**src/rtl/traffic_pkg.sv**
```systemverilog
// traffic_pkg
// Shared definitions for the farm-road vehicle detector and the traffic-light
// controller it feeds: light encodings and the loop debounce state type.
package traffic_pkg;

    localparam logic [2:0] LIGHT_RED    = 3'b100;
    localparam logic [2:0] LIGHT_YELLOW = 3'b010;
    localparam logic [2:0] LIGHT_GREEN  = 3'b001;

    typedef enum logic [1:0] {
        IDLE     = 2'd0,
        QUAL_ON  = 2'd1,
        PRESENT  = 2'd2,
        QUAL_OFF = 2'd3
    } db_state_e;

endpackage

```
**src/rtl/loop_debouncer.sv**
```systemverilog
// loop_debouncer
// Synchronizes the raw inductive-loop input and debounces it with a small FSM.
//
// State table:
//   state    | meaning
//   IDLE     | no vehicle on the loop
//   QUAL_ON  | loop high, counting consecutive high samples
//   PRESENT  | vehicle accepted and sitting on the loop
//   QUAL_OFF | loop low, counting consecutive low samples
//
// Ports:
//   clk       in   system clock
//   rst_n     in   async active-low reset
//   loop_raw  in   raw loop level, asynchronous, may bounce
//   arrive    out  one-cycle pulse on the edge a vehicle is accepted
//   level     out  debounced loop level
module loop_debouncer
    import traffic_pkg::*;
#(
    parameter int unsigned DEBOUNCE_CYCLES = 4
) (
    input  logic clk,
    input  logic rst_n,
    input  logic loop_raw,
    output logic arrive,
    output logic level
);

    localparam int unsigned CW = $clog2(DEBOUNCE_CYCLES + 1);
    localparam logic [CW-1:0] CNT_LAST = CW'(DEBOUNCE_CYCLES - 1);

    logic            s1_q, s2_q;
    db_state_e       state_q, state_d;
    logic [CW-1:0]   cnt_q, cnt_d;

    always_ff @(posedge clk or negedge rst_n) begin
        if (!rst_n) begin
            s1_q    <= 1'b0;
            s2_q    <= 1'b0;
            state_q <= IDLE;
            cnt_q   <= '0;
        end else begin
            s1_q    <= loop_raw;
            s2_q    <= s1_q;
            state_q <= state_d;
            cnt_q   <= cnt_d;
        end
    end

    // cnt_q holds the number of qualifying samples already seen; the sample
    // being taken this edge is the DEBOUNCE_CYCLES-th when cnt_q == CNT_LAST,
    // so arrive is decoded combinationally and the top counts it this edge.
    always_comb begin
        state_d = state_q;
        cnt_d   = cnt_q;
        arrive  = 1'b0;
        case (state_q)
            IDLE: begin
                if (s2_q) begin
                    state_d = QUAL_ON;
                    cnt_d   = CW'(1);
                end
            end
            QUAL_ON: begin
                if (!s2_q) begin
                    state_d = IDLE;
                    cnt_d   = '0;
                end else if (cnt_q == CNT_LAST) begin
                    state_d = PRESENT;
                    cnt_d   = '0;
                    arrive  = 1'b1;
                end else begin
                    cnt_d = cnt_q + CW'(1);
                end
            end
            PRESENT: begin
                if (!s2_q) begin
                    state_d = QUAL_OFF;
                    cnt_d   = CW'(1);
                end
            end
            QUAL_OFF: begin
                if (s2_q) begin
                    state_d = PRESENT;
                    cnt_d   = '0;
                end else if (cnt_q == CNT_LAST) begin
                    state_d = IDLE;
                    cnt_d   = '0;
                end else begin
                    cnt_d = cnt_q + CW'(1);
                end
            end
            default: begin
                state_d = IDLE;
                cnt_d   = '0;
            end
        endcase
    end

    assign level = (state_q == PRESENT) || (state_q == QUAL_OFF);

endmodule

```
**src/rtl/farm_vehicle_detector.sv**
```systemverilog
// farm_vehicle_detector
// Counts farm-road vehicles queued at the loop and retires them while the farm
// light is green; drives the controller's sensor input.
// Optional macro WAIT_TIMEOUT_EN adds a starvation alarm (wait_alarm).
//
// Ports:
//   clk            in   system clock
//   rst_n          in   async active-low reset
//   loop_raw       in   raw loop detector
//   light_farm     in   farm light (RED=100, YELLOW=010, GREEN=001)
//   sensor         out  vehicle waiting on farm road
//   vehicle_count  out  vehicles currently queued
//   overflow       out  sticky, arrival seen while count saturated
//   illegal_light  out  sticky, light_farm held an illegal code
//   wait_alarm     out  starvation alarm (WAIT_TIMEOUT_EN only)
module farm_vehicle_detector
    import traffic_pkg::*;
#(
    parameter int unsigned DEBOUNCE_CYCLES = 4,
    parameter int unsigned CNT_W           = 4,
    parameter int unsigned PASS_CYCLES     = 8,
    parameter int unsigned MAX_WAIT        = 64
) (
    input  logic             clk,
    input  logic             rst_n,
    input  logic             loop_raw,
    input  logic [2:0]       light_farm,
    output logic             sensor,
    output logic [CNT_W-1:0] vehicle_count,
    output logic             overflow,
    output logic             illegal_light
`ifdef WAIT_TIMEOUT_EN
    ,
    output logic             wait_alarm
`endif
);

    localparam int unsigned PT_W = (PASS_CYCLES > 1) ? $clog2(PASS_CYCLES) : 1;
    localparam logic [PT_W-1:0]  PT_LAST = PT_W'(PASS_CYCLES - 1);
    localparam logic [CNT_W-1:0] CNT_MAX = '1;

    logic             arrive;
    logic             loop_level_unused;   // debounced level, not needed here
    logic             green, legal, run, depart;
    logic [PT_W-1:0]  timer_q, timer_d;
    logic [CNT_W-1:0] count_q, count_d;
    logic             sensor_q, sensor_d;
    logic             ovf_q, ovf_d;
    logic             illegal_q, illegal_d;

    loop_debouncer #(
        .DEBOUNCE_CYCLES (DEBOUNCE_CYCLES)
    ) u_debounce (
        .clk      (clk),
        .rst_n    (rst_n),
        .loop_raw (loop_raw),
        .arrive   (arrive),
        .level    (loop_level_unused)
    );

    assign green = (light_farm == LIGHT_GREEN);
    assign legal = green || (light_farm == LIGHT_RED) || (light_farm == LIGHT_YELLOW);
    assign run    = green && (count_q != '0);
    assign depart = run && (timer_q == PT_LAST);

    always_comb begin
        timer_d   = (run && !depart) ? timer_q + PT_W'(1) : '0;
        count_d   = count_q;
        ovf_d     = ovf_q;
        if (arrive && !depart) begin
            if (count_q == CNT_MAX) ovf_d   = 1'b1;
            else                    count_d = count_q + CNT_W'(1);
        end else if (depart && !arrive && count_q != '0) begin
            count_d = count_q - CNT_W'(1);
        end
        sensor_d  = (count_d != '0);
        illegal_d = illegal_q || !legal;
    end

    always_ff @(posedge clk or negedge rst_n) begin
        if (!rst_n) begin
            timer_q   <= '0;
            count_q   <= '0;
            sensor_q  <= 1'b0;
            ovf_q     <= 1'b0;
            illegal_q <= 1'b0;
        end else begin
            timer_q   <= timer_d;
            count_q   <= count_d;
            sensor_q  <= sensor_d;
            ovf_q     <= ovf_d;
            illegal_q <= illegal_d;
        end
    end

    assign sensor        = sensor_q;
    assign vehicle_count = count_q;
    assign overflow      = ovf_q;
    assign illegal_light = illegal_q;

`ifdef WAIT_TIMEOUT_EN
    localparam int unsigned WT_W = $clog2(MAX_WAIT + 1);
    localparam logic [WT_W-1:0] WT_MAX = WT_W'(MAX_WAIT);

    logic [WT_W-1:0] wait_q, wait_d;
    logic            alarm_q, alarm_d;

    // Counter saturates at MAX_WAIT; the alarm latches until farm green even
    // if sensor drops in the meantime.
    always_comb begin
        wait_d  = '0;
        if (sensor_q && !green)
            wait_d = (wait_q == WT_MAX) ? wait_q : wait_q + WT_W'(1);
        alarm_d = alarm_q;
        if (green)                 alarm_d = 1'b0;
        else if (wait_d == WT_MAX) alarm_d = 1'b1;
    end

    always_ff @(posedge clk or negedge rst_n) begin
        if (!rst_n) begin
            wait_q  <= '0;
            alarm_q <= 1'b0;
        end else begin
            wait_q  <= wait_d;
            alarm_q <= alarm_d;
        end
    end

    assign wait_alarm = alarm_q;
`endif

endmodule

```
**config.mk**
```make
export PLATFORM = sky130hd
export DESIGN_NAME = farm_vehicle_detector
export DESIGN_NICKNAME = d
export VERILOG_FILES = /design/src/rtl/traffic_pkg.sv /design/src/rtl/loop_debouncer.sv /design/src/rtl/farm_vehicle_detector.sv
export SDC_FILE = /design/constraint.sdc
export NUM_CORES = 1
export LEC_CHECK = 0
export CAP_MARGIN = 20
export CORE_ASPECT_RATIO = 1.5
export CORE_MARGIN = 2
export CORE_UTILIZATION = 45
export DETAILED_ROUTE_END_ITERATION = 10
export PLACE_DENSITY_LB_ADDON = 0.1
export RECOVER_POWER = 50
export SLEW_MARGIN = 20
export SYNTH_ARGS = -nofsm -noshare
export SYNTH_HDL_FRONTEND = slang
export SYNTH_SLANG_ARGS = --single-unit
```
**constraint.sdc**
```tcl
create_clock -name clk -period 2.9 [get_ports clk]
set_input_delay 0.58 -clock clk [delete_from_list [all_inputs] [get_ports clk]]
set_output_delay 0.58 -clock clk [all_outputs]
set_load 0.05 [all_outputs]
```
==> reports/results.txt, run 1 <==
The number of sinks on the clock net was 17. The number of antenna violations at the first check in global routing came out at 0. The number of buffers inserted during clock tree synthesis is 3. The post-synth net total was 89. For the HPWL reported at the end of detailed placement, the log shows 1.14 mm. The detail route stage leaves a number of antenna-violating nets equal to 0. The switching power share of the total is 41.2%, and the total of max-cap violations is 0. Dividing the synthesized area by the synthesized cell count gives 11.6 µm². The logs give 2.42 ns for the critical path arrival and 0 for the post-cts repair resize count. The iteration count of the initial detailed-routing pass was 4; the quantity of I/O buffers inserted on ports was 12. The combined buffer and inverter count along the critical path is 1, and the sum of negative setup slack is 0 ns. Setup repair after global routing left no endpoint under its margin.

IR analysis of the VDD net gives a maximum drop of 352 µV. Global routing finished with a remaining overflow of 0. The source-to-sink clock delay at the later pin of the worst-skew pair is 0.29 ns. In this design, the largest share of critical-path delay is due to simple AND/OR/NAND/NOR gates.

Hold repair after CTS inserted 0 buffers. The total via count after detailed routing is 606. The count of final max-slew check failures was 0; the total of warnings raised by yosys was 0. The worst slew margin relative to its limit is 51.0%. Cell with the largest stage delay on the worst path: sky130_fd_sc_hd__dfrtp_1.

The critical path goes through inv_1 > ha_1 > or3b_4 > nand4_4 > mux2i_1 > xnor2_1 > or4_1. Routability-driven placement finished with a final weighted congestion of 0.778. The logs give 595 for the via count of the first global-routing pass and 3.07 ns for the required time of the critical path. Sequential cells burn 42.0% of the power. The initial standard-cell utilization of the core was 48.9%. The synthesized design contains 17 register bits. The endpoint with the worst hold slack was u_debounce.s2_q$_DFF_PN0_.

The number of cells on the worst reg-to-reg path is 7. The clock passes through at most 2 buffers. After detailed routing, the average wire length per cell comes to 13.3 µm.

STA classifies the critical path endpoint as a flip-flop. The overall routing resource usage is 16.5%. The via density per instance was 5.32. The worst register-to-register path has a setup slack of 0.65 ns. The cell count of the worst hold path is 0. The worst register-to-register path begins at vehicle_count[1]$_DFF_PN0_.

The largest single stage delay on the critical path is 0.47 ns. The floorplan has 19 rows. For this block, the initial DRC count from the detailed router was 7. Internal power comes to 497 µW. The type of the tightest min-delay check was reg -> reg. The share of final-layout standard cells stronger than drive strength 1 was 10.8%; the number of buffers inserted to repair setup after CTS was 0. The tools report the number of H-tree levels as 1. For this design the static power due to leakage is 0.000459 µW. The core occupancy in the finished layout came out at 56.9%. The cell area after technology mapping came out at 906 µm². Of all nets on the critical path, the largest fanout is 7.

The x dimension of the die is 40.6 µm. The die covers 0.00240 mm². The start point of the worst hold path is u_debounce.s1_q$_DFF_PN0_.

The final number of setup-violating endpoints is 0, and the count of unique library cells instantiated by Yosys is 31. The run gives 13 as the boundary pin count. Clock root buffer: sky130_fd_sc_hd__clkbuf_4. The remaining routing DRC violations was 0; the CTS clock-pin slew for the worst setup and hold paths was 0.09 ns. The maximum operating frequency was 445 MHz; the total wirelength of the detailed-routed design was 1.52 mm.

The logs give 0 for the diode insertion count for antenna repair and 0.00769 ns for the worst clock skew. After technology mapping, the gate count stands at 78. For this design the ratio of total power to cell area is 801 mW/mm². The share of total power dissipated in combinational logic is 43.3%.

The type of the worst setup path is reg -> reg. Counting the fill cells in the layout gives 167. After the last flow step, the layout net total stands at 105. In this run, the clock network consumes 14.7% of the power.

The sequential share of the synthesized area is 47.0%. The endpoint identified for the worst register-to-register timing path is sensor$_DFF_PN0_. The run finished with clean final reports. In the finished design, the share of the clock period the worst path needs comes to 77.5%. Critical path launch point type: a flip-flop.

The tools report the overall power after layout as 845 µW. The area added between synthesis and finish works out to 16.4%. The time the worst path needs with I/O delays and setup was 2.25 ns; the final-report hold violation count was 0.

The core region area was 0.00185 mm²; the chip height was 59.0 µm. At the pin with the least slew margin, the transition time is 0.732 ns. The first global-routing pass estimated 2.56 mm of wire. For this design the total switching power over the nets is 348 µW.

Entering global routing, the biggest net connects 18 pins. TritonCTS built the clock tree.
worst max-delay path by stage:
| stage | start | slack (ns) | endpoint | cells after the start |
|---|---|---|---|---|
| 3_5_place_dp | light_farm[2] | 0.51 | sensor$_DFF_PN0_ | 6 |
| 5_1_grt | vehicle_count[1]$_DFF_PN0_ | 0.51 | sensor$_DFF_PN0_ | 7 |
| 2_1_floorplan | vehicle_count[1]$_DFF_PN0_ | 0.55 | sensor$_DFF_PN0_ | 7 |
| 4_1_cts | vehicle_count[1]$_DFF_PN0_ | 0.65 | sensor$_DFF_PN0_ | 7 |
| 3_3_place_gp | light_farm[2] | 0.57 | sensor$_DFF_PN0_ | 6 |
| 6_report | vehicle_count[1]$_DFF_PN0_ | 0.65 | sensor$_DFF_PN0_ | 7 |
state kept, by name, indices dropped and copies added, names as in the netlist, named ones only:
signal	flops
u_debounce.s2_q	1
timer_q	3
u_debounce.state_q	1
illegal_light	1
overflow	1
sensor	1
u_debounce.cnt_q	3
u_debounce.s1_q	1
vehicle_count	4
routing by layer:
metal	track usage [%]	share of wire [%]	wire length (µm)	up-vias
met5	0	0	0	-
met4	12.9	3.2	48	0
met3	2.26	3.0	45	5
met2	24.7	48	723	11
met1	20.3	46	699	280
li1	-	-	-	310
final cells by class:
class / count / area (µm²) / area share, %
Clock buffer: 4 / 26.3 / 2.49
Inverter: 5 / 18.8 / 1.78
Timing Repair Buffer: 12 / 120 / 11.4
Sequential cell: 17 / 425 / 40.3
Multi-Input combinational cell: 55 / 438 / 41.5
Tap cell: 21 / 26.3 / 2.49
logic make-up after synthesis:
kind of cell	share of synthesized area [%]
muxes	6.77
adders and majority gates	6.91
xor gates and xnor gates	4.83
DFF	47.0
AOI/OAI and AO/OA	10.8
buffers and inverters	3.32
and+or+nand+nor	20.4
through the flow:
stage / instance area (µm²) / setup WS (ns) / std cells / hold WS (ns)
after floorplan: 906 / 0.553 / 78 / 0.284
after global placement: 1040 / 0.572 / 110 / 0.333
after detailed placement: 1040 / 0.506 / 110 / 0.342
after CTS: 1070 / 0.654 / 114 / 0.363
after global routing: 1050 / 0.510 / 114 / 0.368
final: 1050 / 0.652 / 114 / 0.359
synth_stat cells, drive strengths merged:
master	instances	share of area [%]
xnor2	1	0.97
and4b	1	1.2
or2	1	0.69
nor2b	2	1.4
buf	1	1.2
o2111ai	1	0.97
nand3b	1	2.2
inv	5	2.1
a31o	1	0.97
or4	1	0.83
mux2i	5	5.5
o21a	1	0.83
or3b	1	1.2
nor2	3	1.2
o211ai	1	0.83
xor2	4	3.9
mux2	1	1.2
nand2b	3	2.1
or2b	1	0.83
a31oi	1	0.69
and3	1	0.83
nand4	1	2.3
o221ai	1	1.7
ha	5	6.9
o21ai	5	2.8
nor3	4	2.2
and2	4	2.8
a41oi	1	0.97
a21oi	2	1.1
dfrtp	17	47
nand3	1	0.55
power groups by stage:
stage	combinational, µW	sequential [µW]	clock, µW
after floorplan	199	428	0
after global placement	370	361	0
after detailed placement	374	363	0
after CTS	375	358	130
after global routing	406	364	143
final	366	355	124
cell usage in the layout (no fill, tap or decap), types with 4 or more instances in the layout:
| master | n |
|---|---|
| sky130_fd_sc_hd__nor3_1 | 4 |
| sky130_fd_sc_hd__xor2_1 | 4 |
| sky130_fd_sc_hd__dfrtp_1 | 17 |
| sky130_fd_sc_hd__mux2i_1 | 5 |
| sky130_fd_sc_hd__inv_1 | 5 |
| sky130_fd_sc_hd__ha_1 | 5 |
| sky130_fd_sc_hd__clkdlybuf4s50_1 | 9 |
| sky130_fd_sc_hd__o21ai_0 | 5 |
(Power assumes the default switching activity.)
==> run 2, diff against run 1 <==
==> constraint.sdc (replaced) <==
create_clock -name clk -period 1.8 [get_ports clk]
set_input_delay 0.36 -clock clk [delete_from_list [all_inputs] [get_ports clk]]
set_output_delay 0.36 -clock clk [all_outputs]
set_load 0.05 [all_outputs]
==> run 2 against run 1 <==
  * Clock skew shrank 0.0025 ns
  * First-iteration DRC count up 86%
  * Clock-buffer cell count stayed put
  * Setup slack worse by 0.91 ns
  * Critical endpoint unchanged
  * Register-to-register slack worse by 0.91 ns
  * Via count up 15%
  * Cell count is 17% higher
  * Highest routed layer unchanged
  * Flip-flop and latch count is the same
  * Total power grew 79%
  * Core utilization increased by 7.4 points
  * The run now ends with negative setup slack left
  * Clock power increased by 56%
==> reports/results.txt, run 2 (same netlist as run 1, synthesis figures left out) <==
Number of antenna violations at the first check in global routing: 0. The time the worst path needs with I/O delays and setup is 2.05 ns, and the worst ir drop on vdd is 948 µV. Setup repair after global routing could not meet its margin everywhere. The die is 40.6 µm wide.

The wire length of the first global-routing pass came out at 2.98 mm. The worst pin sits at a relative slew slack of 64.9%. The smallest hold slack was 0.356 ns; the peak fanout along the critical path was 4. The final layout net count was 124.

For the detailed-route wire length on metal 1, the log shows 679 µm. The tree built by TritonCTS fans out to 17 sinks. For this run, the number of standard cells in the final layout without fillers is 133. Across the routed clock network, the largest skew measured is 0.00521 ns. The clock root buffer was sky130_fd_sc_hd__clkbuf_4. The flip-flop count of the largest register after layout came out at 4. The slowest stage of the critical path belongs to the cell sky130_fd_sc_hd__or4_1. The longest individual stage delay on the worst path came out at 0.46 ns.

The tools report the full die area as 0.00240 mm². The area growth from synthesis to layout is 31.6%. Wires add up to 1.75 mm. The kind of end point of the critical path is a flip-flop. Type of the worst setup path: reg -> reg.

For this run, design rule violations remaining after detail routing come to 0. The type of the tightest min-delay check is reg -> reg. The share of final-layout standard cells stronger than drive strength 1 was 35.7%; the weighted congestion at the end of routability-driven global placement was 0.744.

Before CTS, the worst setup slack after placement is -0.283 ns. Power per unit of standard cell area: 1270 mW/mm². In this run the standard cell core region covers 0.00185 mm².

In this run the worst setup path begins at vehicle_count[1]$_DFF_PN0_. The run gives 0 as the number of buffers added to fix hold violations after cts. Initial standard-cell utilization of the core: 48.9%.

For this run, the detailed router's first-pass iteration total came to 4. TritonCTS built the clock tree. For the cell count after placement, the log shows 126. The chip height was 59.0 µm.

The DRC marker count from the first detailed-route iteration was 13; the total of max-cap violations was 0. Number of buffers inserted during clock tree synthesis: 3. For the finished layout cell area, the log shows 0.00119 mm².

The tools report the source of the worst register-to-register timing path as vehicle_count[1]$_DFF_PN0_. The top cell types in the final layout, fill and taps aside, are 25 x sky130_fd_sc_hd__buf_4, 14 x sky130_fd_sc_hd__dfrtp_1, 5 x sky130_fd_sc_hd__o21ai_0, 5 x sky130_fd_sc_hd__mux2i_1, 5 x sky130_fd_sc_hd__ha_1. For this design the top-level I/O count stands at 13. After detailed routing, the average wire length per cell comes to 13.1 µm. The logs give 0 for the count of final max-slew check failures and 1 for the number of H-tree levels. Entering global routing, the biggest net connects 11 pins.

For the worst-skew pair, the clock arrives at the later sink with an insertion delay of 0.28 ns. Data on the critical path is required at its endpoint by 1.96 ns. The detailed router placed 696 vias in this run. Maximum operating frequency: 487 MHz. Global routing used 18.9% of the available tracks across all layers. The number of antenna diodes in the final layout is 0. After global routing the overflow that remains totals 0. The tools report the worst setup slack after layout as -0.253 ns. The final period utilization is 114%. Wire segments on met3 add up to 54 µm in the final route. The placed instance area is 0.00115 mm².

The flow ran to the end, but the final reports show violations. Once the clock tree was built, the resizer swapped 0 gates to a different size. The quantity of I/O buffers inserted on ports came out at 12. Using the TritonRoute via totals, the vias-per-cell ratio works out to 5.23.

The sum of negative setup slack came out at -0.253 ns. The routed design uses 994 µm of met2 wire. Leaving out fill and tap cells, the most frequent cell in the layout is sky130_fd_sc_hd__buf_4. The worst setup path is launched from a flip-flop.

The via count of the first global-routing pass was 704; the CTS clock-pin slew for the worst setup and hold paths was 0.09 ns. For the critical path arrival, the log shows 2.21 ns. For the post-detailed-route count of antenna-violating nets, the log shows 0. The signal on the critical path passes through inv_2 > ha_1 > or3b_4 > nand4_4 > mux2i_1 > xnor2_1 > or4_1.

The checks that failed: negative setup slack. The HPWL reported at the end of detailed placement was 1.44 mm. The final-report hold violation count was 0. The run gives 2 as the number of buffers on the longest clock path. For this design the static power due to leakage is 0.000564 µW. The run gives 1 as the final number of setup-violating endpoints. The initialized floorplan defines 19 standard-cell rows. In this run the most critical hold path is launched from u_debounce.s1_q$_DFF_PN0_. The highest metal layer used by the detailed router was met4. At the pin with the least slew margin, the transition time is 0.527 ns.
==> run 2: cell count changes in the layout (fill, tap and decap cells not counted), moves of 3 or more <==
cell | previous run | this run
sky130_fd_sc_hd__buf_4 | 0 | 25
sky130_fd_sc_hd__dfrtp_1 | 17 | 14
sky130_fd_sc_hd__dfrtp_2 | 0 | 3
sky130_fd_sc_hd__clkdlybuf4s50_1 | 9 | 3
==> run 2: worst max-delay path, delay by kind of cell, from the launching register on <==
kind	cells	cell delay [ns]
adder cells (fa/ha/maj)	1	0.14
multiplexers	1	0.24
buffers and inverters	1	0.06
AND/OR/NAND/NOR	3	0.96
XOR/XNOR	1	0.09
flip-flops	1	0.44
==> run 2: what timing repair did <==
action | CTS | global route
setup buffers | 3 | 0
gates cloned | 0 | 0
setup endpoints to repair | 1 | 1
==> run 2: per-stage QoR <==
step / power, µW / util [%]
after CTS: 1540 / 64.5
after global placement: 1300 / 61.9
final: 1520 / 64.3
after global routing: 1620 / 64.3
after floorplan: 1020 / -
after detailed placement: 1320 / 61.9
==> run 2: final cells by class <==
class                           count  area, µm²
Fill cell                         161        662
Multi-Input combinational cell     55        450
Sequential cell                    17        429
Timing Repair Buffer               31        241
Clock buffer                        4       26.3
Tap cell                           21       26.3
Inverter                            5       18.8
==> run 2: path summary, 6_finish.rpt <==
kind,to,slack [ns],depth (start not counted)
hold reg to reg,u_debounce.s2_q$_DFF_PN0_,0.36,0
max in group asynchronous,timer_q[0]$_DFF_PN0_,0.62,2
setup reg to reg,sensor$_DFF_PN0_,-0.25,7
hold / removal,u_debounce.s2_q$_DFF_PN0_,0.36,0
min in group asynchronous,overflow$_DFFE_PN0P_,0.41,1
setup / recovery,sensor$_DFF_PN0_,-0.25,7
==> run 2: power breakdown <==
part	total (µW)	internal (µW)	switching, µW
combinational	790	365	424
sequential	533	468	64.6
clock	193	85.8	107
total	1520	919	596
==> run 2: routing by layer <==
layer / vias up / global-route usage (%)
li1: 349 / -
met1: 331 / 21.3
met2: 14 / 33.1
met3: 2 / 3.77
met4: 0 / 7.14
met5: - / 0
